### src/rtl/issue_exec_unit.sv
// Two-stage integer execute unit: S1 captures operands, S2 holds the result until the CDB grants it.
// Optional operand forwarding from the CDB is compiled in with EXEC_CDB_BYPASS_EN.
module issue_exec_unit #(
  parameter int unsigned XLEN   = 32,
  parameter int unsigned PTAG_W = 6,
  parameter int unsigned ROB_W  = 4
) (
  input  logic              clk,
  input  logic              reset,
  input  logic              flush,
  input  logic              iss_valid,
  output logic              iss_ready,
  input  logic [XLEN-1:0]   iss_pc,
  input  logic [XLEN-1:0]   iss_imm,
  input  logic [3:0]        iss_alu_op,
  input  logic              iss_alu_src,
  input  logic [PTAG_W-1:0] iss_p_src1,
  input  logic [PTAG_W-1:0] iss_p_src2,
  input  logic [PTAG_W-1:0] iss_p_dst,
  input  logic [ROB_W-1:0]  iss_rob_tag,
  input  logic              iss_is_branch,
  input  logic              iss_is_jump,
  output logic [PTAG_W-1:0] prf_raddr1,
  output logic [PTAG_W-1:0] prf_raddr2,
  input  logic [XLEN-1:0]   prf_rdata1,
  input  logic [XLEN-1:0]   prf_rdata2,
  output logic              cdb_valid,
  output logic [PTAG_W-1:0] cdb_tag,
  output logic [XLEN-1:0]   cdb_data,
  output logic [ROB_W-1:0]  cdb_rob_tag,
  input  logic              cdb_grant,
  output logic              br_valid,
  output logic              br_taken,
  output logic [XLEN-1:0]   br_target,
  output logic [ROB_W-1:0]  br_rob_tag
);

  localparam logic [3:0] OP_ADD  = 4'd0;
  localparam logic [3:0] OP_SUB  = 4'd1;
  localparam logic [3:0] OP_AND  = 4'd2;
  localparam logic [3:0] OP_OR   = 4'd3;
  localparam logic [3:0] OP_XOR  = 4'd4;
  localparam logic [3:0] OP_SLL  = 4'd5;
  localparam logic [3:0] OP_SRL  = 4'd6;
  localparam logic [3:0] OP_SRA  = 4'd7;
  localparam logic [3:0] OP_SLT  = 4'd8;
  localparam logic [3:0] OP_SLTU = 4'd9;
  localparam logic [3:0] OP_LUI  = 4'd10;
  localparam logic [3:0] OP_BEQ  = 4'd11;
  localparam logic [3:0] OP_BNE  = 4'd12;
  localparam logic [3:0] OP_BGE  = 4'd13;
  localparam logic [3:0] OP_BGEU = 4'd14;

  logic              r_s1_valid;
  logic [XLEN-1:0]   r_s1_pc;
  logic [XLEN-1:0]   r_s1_imm;
  logic [3:0]        r_s1_op;
  logic              r_s1_alu_src;
  logic [PTAG_W-1:0] r_s1_dst;
  logic [ROB_W-1:0]  r_s1_rob;
  logic              r_s1_br;
  logic              r_s1_jmp;
  logic [XLEN-1:0]   r_s1_src1;
  logic [XLEN-1:0]   r_s1_src2;

  logic              w_s1_adv;
  logic              w_accept;
  logic [XLEN-1:0]   w_cap1;
  logic [XLEN-1:0]   w_cap2;
  logic [XLEN-1:0]   w_src1;
  logic [XLEN-1:0]   w_src2;
  logic [XLEN-1:0]   w_b;
  logic [4:0]        w_shamt;
  logic [XLEN-1:0]   w_alu;
  logic [XLEN-1:0]   w_result;
  logic              w_cmp_taken;
  logic              w_taken;
  logic [XLEN-1:0]   w_target;

  // S2 empties when nothing is pending or the pending broadcast is granted; S1 follows S2.
  assign w_s1_adv   = !cdb_valid || cdb_grant;
  assign iss_ready  = (!r_s1_valid || w_s1_adv) && !flush;
  assign w_accept   = iss_valid && iss_ready;
  assign prf_raddr1 = iss_p_src1;
  assign prf_raddr2 = iss_p_src2;

`ifdef EXEC_CDB_BYPASS_EN
  logic [PTAG_W-1:0] r_s1_tag1;
  logic [PTAG_W-1:0] r_s1_tag2;
  logic              w_cdb_fire;

  // A granted broadcast overrides stale PRF data both at capture and while waiting in S1.
  assign w_cdb_fire = cdb_valid && cdb_grant;
  assign w_cap1 = (w_cdb_fire && (cdb_tag == iss_p_src1)) ? cdb_data : prf_rdata1;
  assign w_cap2 = (w_cdb_fire && (cdb_tag == iss_p_src2)) ? cdb_data : prf_rdata2;
  assign w_src1 = (w_cdb_fire && (cdb_tag == r_s1_tag1))  ? cdb_data : r_s1_src1;
  assign w_src2 = (w_cdb_fire && (cdb_tag == r_s1_tag2))  ? cdb_data : r_s1_src2;

  always_ff @(posedge clk) begin
    if (w_accept) begin
      r_s1_tag1 <= iss_p_src1;
      r_s1_tag2 <= iss_p_src2;
    end
  end
`else
  assign w_cap1 = prf_rdata1;
  assign w_cap2 = prf_rdata2;
  assign w_src1 = r_s1_src1;
  assign w_src2 = r_s1_src2;
`endif

  // Execute: ALU, branch compare and target generation from S1 operands.
  always_comb begin
    w_b         = r_s1_alu_src ? r_s1_imm : w_src2;
    w_shamt     = w_b[4:0];
    w_alu       = '0;
    w_cmp_taken = 1'b0;
    unique case (r_s1_op)
      OP_ADD:  w_alu = w_src1 + w_b;
      OP_SUB:  w_alu = w_src1 - w_b;
      OP_AND:  w_alu = w_src1 & w_b;
      OP_OR:   w_alu = w_src1 | w_b;
      OP_XOR:  w_alu = w_src1 ^ w_b;
      OP_SLL:  w_alu = w_src1 << w_shamt;
      OP_SRL:  w_alu = w_src1 >> w_shamt;
      OP_SRA:  w_alu = XLEN'($signed(w_src1) >>> w_shamt);
      OP_SLT:  w_alu = XLEN'($signed(w_src1) < $signed(w_b));
      OP_SLTU: w_alu = XLEN'(w_src1 < w_b);
      OP_LUI:  w_alu = r_s1_imm;
      default: w_alu = '0;
    endcase
    unique case (r_s1_op)
      OP_BEQ:  w_cmp_taken = (w_src1 == w_src2);
      OP_BNE:  w_cmp_taken = (w_src1 != w_src2);
      OP_SLT:  w_cmp_taken = ($signed(w_src1) < $signed(w_src2));
      OP_SLTU: w_cmp_taken = (w_src1 < w_src2);
      OP_BGE:  w_cmp_taken = ($signed(w_src1) >= $signed(w_src2));
      OP_BGEU: w_cmp_taken = (w_src1 >= w_src2);
      default: w_cmp_taken = 1'b0;
    endcase
    w_result = r_s1_jmp ? (r_s1_pc + XLEN'(4)) : w_alu;
    w_taken  = r_s1_jmp || w_cmp_taken;
    w_target = (r_s1_jmp && r_s1_alu_src) ? ((w_src1 + r_s1_imm) & ~XLEN'(1))
                                          : (r_s1_pc + r_s1_imm);
  end

  // Pipeline valid bits; br_valid is a single-cycle pulse on S2 entry.
  always_ff @(posedge clk) begin
    if (reset) begin
      r_s1_valid <= 1'b0;
      cdb_valid  <= 1'b0;
      br_valid   <= 1'b0;
    end else begin
      br_valid <= 1'b0;
      if (flush) begin
        r_s1_valid <= 1'b0;
        cdb_valid  <= 1'b0;
      end else begin
        if (w_s1_adv) begin
          cdb_valid <= r_s1_valid && !r_s1_br;
          br_valid  <= r_s1_valid && (r_s1_br || r_s1_jmp);
        end
        if (w_accept) begin
          r_s1_valid <= 1'b1;
        end else if (w_s1_adv) begin
          r_s1_valid <= 1'b0;
        end
      end
    end
  end

  // Payload registers carry no reset; their valid bits qualify them.
  always_ff @(posedge clk) begin
    if (w_accept) begin
      r_s1_pc      <= iss_pc;
      r_s1_imm     <= iss_imm;
      r_s1_op      <= iss_alu_op;
      r_s1_alu_src <= iss_alu_src;
      r_s1_dst     <= iss_p_dst;
      r_s1_rob     <= iss_rob_tag;
      r_s1_br      <= iss_is_branch;
      r_s1_jmp     <= iss_is_jump;
      r_s1_src1    <= w_cap1;
      r_s1_src2    <= w_cap2;
    end else begin
      r_s1_src1    <= w_src1;
      r_s1_src2    <= w_src2;
    end
    if (w_s1_adv && r_s1_valid) begin
      cdb_tag     <= r_s1_dst;
      cdb_data    <= w_result;
      cdb_rob_tag <= r_s1_rob;
      br_taken    <= w_taken;
      br_target   <= w_target;
      br_rob_tag  <= r_s1_rob;
    end
  end

endmodule

### config.mk
export PLATFORM = sky130hd
export DESIGN_NAME = issue_exec_unit
export DESIGN_NICKNAME = d
export VERILOG_FILES = /design/src/rtl/issue_exec_unit.sv
export SDC_FILE = /design/constraint.sdc
export NUM_CORES = 1
export LEC_CHECK = 0
export BUFFER_PORTS_ARGS = -buffer_cell sky130_fd_sc_hd__buf_4
export CAP_MARGIN = 20
export CORE_UTILIZATION = 31
export CTS_BUF_LIST = sky130_fd_sc_hd__clkbuf_4 sky130_fd_sc_hd__clkbuf_8
export CTS_CLUSTER_DIAMETER = 50
export DETAILED_ROUTE_END_ITERATION = 16
export PLACE_DENSITY_LB_ADDON = 0.3
export REMOVE_ABC_BUFFERS = 1
export SYNTH_ARGS = -nofsm -noshare
export SYNTH_HDL_FRONTEND = slang
export SYNTH_SLANG_ARGS = --single-unit
### constraint.sdc
create_clock -name clk -period 5.2 [get_ports clk]
set_input_delay 0.52 -clock clk [delete_from_list [all_inputs] [get_ports clk]]
set_output_delay 0.52 -clock clk [all_outputs]
set_load 0.02 [all_outputs]
==> flow_metrics.py <==
metrics = {
    "critical_path": {
        "crit_path_end_kind": "flop",
        "setup.worst_path.end": "cdb_data[18]",
        "reg2reg_to": "cdb_data[18]",
        "reg2reg_slack_ps": 860,
        "crit_path_max_fanout": 8,
        "start_kind": "flop",
        "path_class": "flop to flop",
        "cp.required_ps": 5570,
        "crit_start": "r_s1_alu_src",
        "crit_arrival_ps": 4710,
        "rr_startpoint": "r_s1_alu_src",
        "reg2reg_depth": 15,
    },
    "synth": {
        "yosys-top-cells-area": "edfxtp_1 30%, ha_1 11%, a21oi_1 5.3%",
        "ys_seq_area_frac": 0.307,
        "synth_cell_types": 100,
        "synth_area_um2": 21700,
        "synth_edf_count": 220,
        "synth_top_cell_by_area": "edfxtp_1",
        "avgSynthCellArea_um2": 8.61,
        "post_synth_inst_count": 2520,
        "synth_common_cells": "268 x nand2_1, 231 x a21oi_1, 220 x edfxtp_1, 201 x nor2_1, 198 x ha_1",
        "ys_ff_latch": 223,
        "synth-main-ff-cell": "edfxtp_1",
        "yosysMostFrequentCell": "nand2_1",
        "synth-async-reset-ratio": 0,
        "synth_top_area_frac": 0.304,
        "yosysWarnings": 0,
    },
    "layout": {
        "final_nets": 3073,
        "n_fill_cell": 7212,
        "drive_gt1_frac": 0.165,
        "multi_input_area_um2": 13800,
        "regArea_um2": 6670,
        "final_cell_count_no_fill": 3678,
        "layout-area-overhead-vs-synth_pct": 17.3,
    },
    "placed_design": {
        "place_inst": 3590,
        "io_buffer_count": 231,
        "gp_congestion": 0.986,
        "hpwl_mm": 67.8,
    },
    "timing": {
        "clock_skew_ps": 34.9,
        "worstMarginPinSlew_ps": 1050,
        "layout_min_cycle_time_ps": 4340,
        "fmax_ghz": 0.230,
        "setup_tns_ps": 0,
        "post-route-period-util": 0.835,
        "maxSlewHeadroom": 0.301,
        "hold_viol_final": 0,
        "rsz0062_at_grt": "false",
        "setup_viol": 0,
        "drv_slew": 0,
        "hold_ws_ps": 39.7,
    },
    "clock_network": {
        "path_clk_slew_ps": 60,
        "cts.sinks": 223,
        "clockBufferDepth": 3,
        "cts_tree": "built",
        "clock-root-buffer": "clkbuf_8",
        "clk_latency_ps": 650,
        "cts_resized": 0,
        "cts_buffers": 47,
        "cts_setup_buffers": 0,
        "cts_hold_buf": 0,
        "htree_num_levels": 2,
    },
    "route": {
        "viasPerCell": 5.74,
        "finalWirelength_mm": 89.3,
        "drt-pass1-iter-count": 6,
        "wire_per_inst_um": 24.3,
        "ant_nets": 0,
        "drc": 0,
        "drt_iter0_drc": 2228,
        "vias": 21099,
    },
    "global_routing": {
        "track_usage": 0.246,
        "grt_pass1_wl_mm": 132,
        "grt_pass1_vias": 20086,
        "antenna_found_initial": 1,
        "grt_overflow": 0,
        "grt_max_degree": 70,
    },
    "floorplan": {
        "pin_count": 256,
        "rows": 96,
        "die_w_um": 267,
        "die_area_um2": 71100,
        "die_height_um": 267,
        "start_util": 0.315,
        "core-area_um2": 68900,
    },
    "job": {
        "cap_viol_max_count": 0,
    },
    "worst_hold_path": {
        "hp-class": "primary input to flop",
    },
    "power": {
        "p_leak_nw": 10.5,
        "irDropWorstVdd_v": 0.000178,
        "powerDensity_nw_per_um2": 276,
        "power.total_mw": 7.03,
    },
    "outcome": {
        "outcome": "finished, final reports clean",
    },
}
per-stage QoR:
| step | utilization | setup WS (ps) | area (um^2) |
|---|---|---|---|
| floorplan | - | -2820 | 21000 |
| global placement | 0.354 | 946 | 24400 |
| detailed placement | 0.354 | 981 | 24400 |
| CTS | 0.369 | 936 | 25400 |
| global route | 0.369 | 647 | 25500 |
| finish | 0.369 | 861 | 25500 |
sequential cells by signal, indices dropped and copies added, names as in the netlist, 4 cells and up:
register,count
r_s1_src2,32
r_s1_imm,32
r_s1_src1,32
r_s1_rob,4
r_s1_pc,32
r_s1_op,4
br_rob_tag,4
br_target,32
r_s1_dst,6
cdb_data,32
cdb_tag,6
worst min path at each step:
| stage | endpoint | slack (ps) | depth (start not counted) | startpoint |
|---|---|---|---|---|
| floorplan | br_rob_tag[0] | 400 | 0 | r_s1_rob[0] |
| global placement | br_rob_tag[3] | 400 | 0 | r_s1_rob[3] |
| detailed placement | cdb_tag[0] | 400 | 0 | r_s1_dst[0] |
| CTS | r_s1_op[3] | 10 | 1 | iss_alu_op[3] |
| global route | r_s1_src2[9] | 20 | 1 | prf_rdata2[9] |
| finish | r_s1_src2[31] | 40 | 1 | prf_rdata2[31] |
power by group:
group,internal (mW),switching [mW]
clock,1.19,0.911
combinational,0.988,1.66
sequential,2.13,0.156
total,4.30,2.72
layout by cell type, fill, tap and decap left out, types with 44 or more instances in the layout:
| master | instances |
|---|---|
| o21a_1 | 44 |
| nand2_1 | 267 |
| ha_1 | 198 |
| nor2_1 | 199 |
| buf_4 | 285 |
| a21oi_1 | 230 |
| mux2i_1 | 82 |
| o21ai_0 | 155 |
| clkbuf_8 | 47 |
| edfxtp_1 | 220 |
| inv_1 | 156 |
| nand3_1 | 64 |
| xnor2_1 | 49 |
| a21o_1 | 60 |
cell type report:
type                    count  area share
clock buffers              50      0.0263
repair buffers            288      0.0858
clock inverters            36      0.0140
well taps                 931      0.0458
inverters                 162      0.0240
diodes                      1   0.0000983
flip-flops and latches    223       0.262
multi-input cells        1987       0.542
critical path: stages (launching register included):
cell,delay [ps]
edfxtp_1,360
buf_4,220
mux2i_4,290
inv_4,50
ha_1,230
fa_1,460
a21o_1,180
a21oi_1,310
o21ai_1,230
a41o_1,350
a21o_1,200
a21oi_1,190
o22a_1,170
a21oi_1,60
a2111oi_0,680
o21ai_1,100
layer usage:
| layer | wire length (um) | vias to the layer above | share of wire | global-route usage |
|---|---|---|---|---|
| met1 | 38400 | 10169 | 0.43 | 0.328 |
| li1 | - | 9777 | - | - |
| met2 | 41200 | 952 | 0.46 | 0.399 |
| met5 | 0 | - | 0 | 0 |
| met4 | 3570 | 0 | 0.040 | 0.0960 |
| met3 | 6120 | 201 | 0.069 | 0.0337 |
kinds of logic after synthesis:
family                   Yosys count  share of synthesized area
AO/OA/AOI/OAI                    850                      0.261
XOR/XNOR                          79                     0.0319
adder cells (fa/ha/maj)          202                      0.118
buffers and inverters            310                     0.0607
flip-flops                       223                      0.307
multiplexers                     114                     0.0658
AND/OR/NAND/NOR                  742                      0.156
Note: power is estimated with default switching activity, not from simulation.
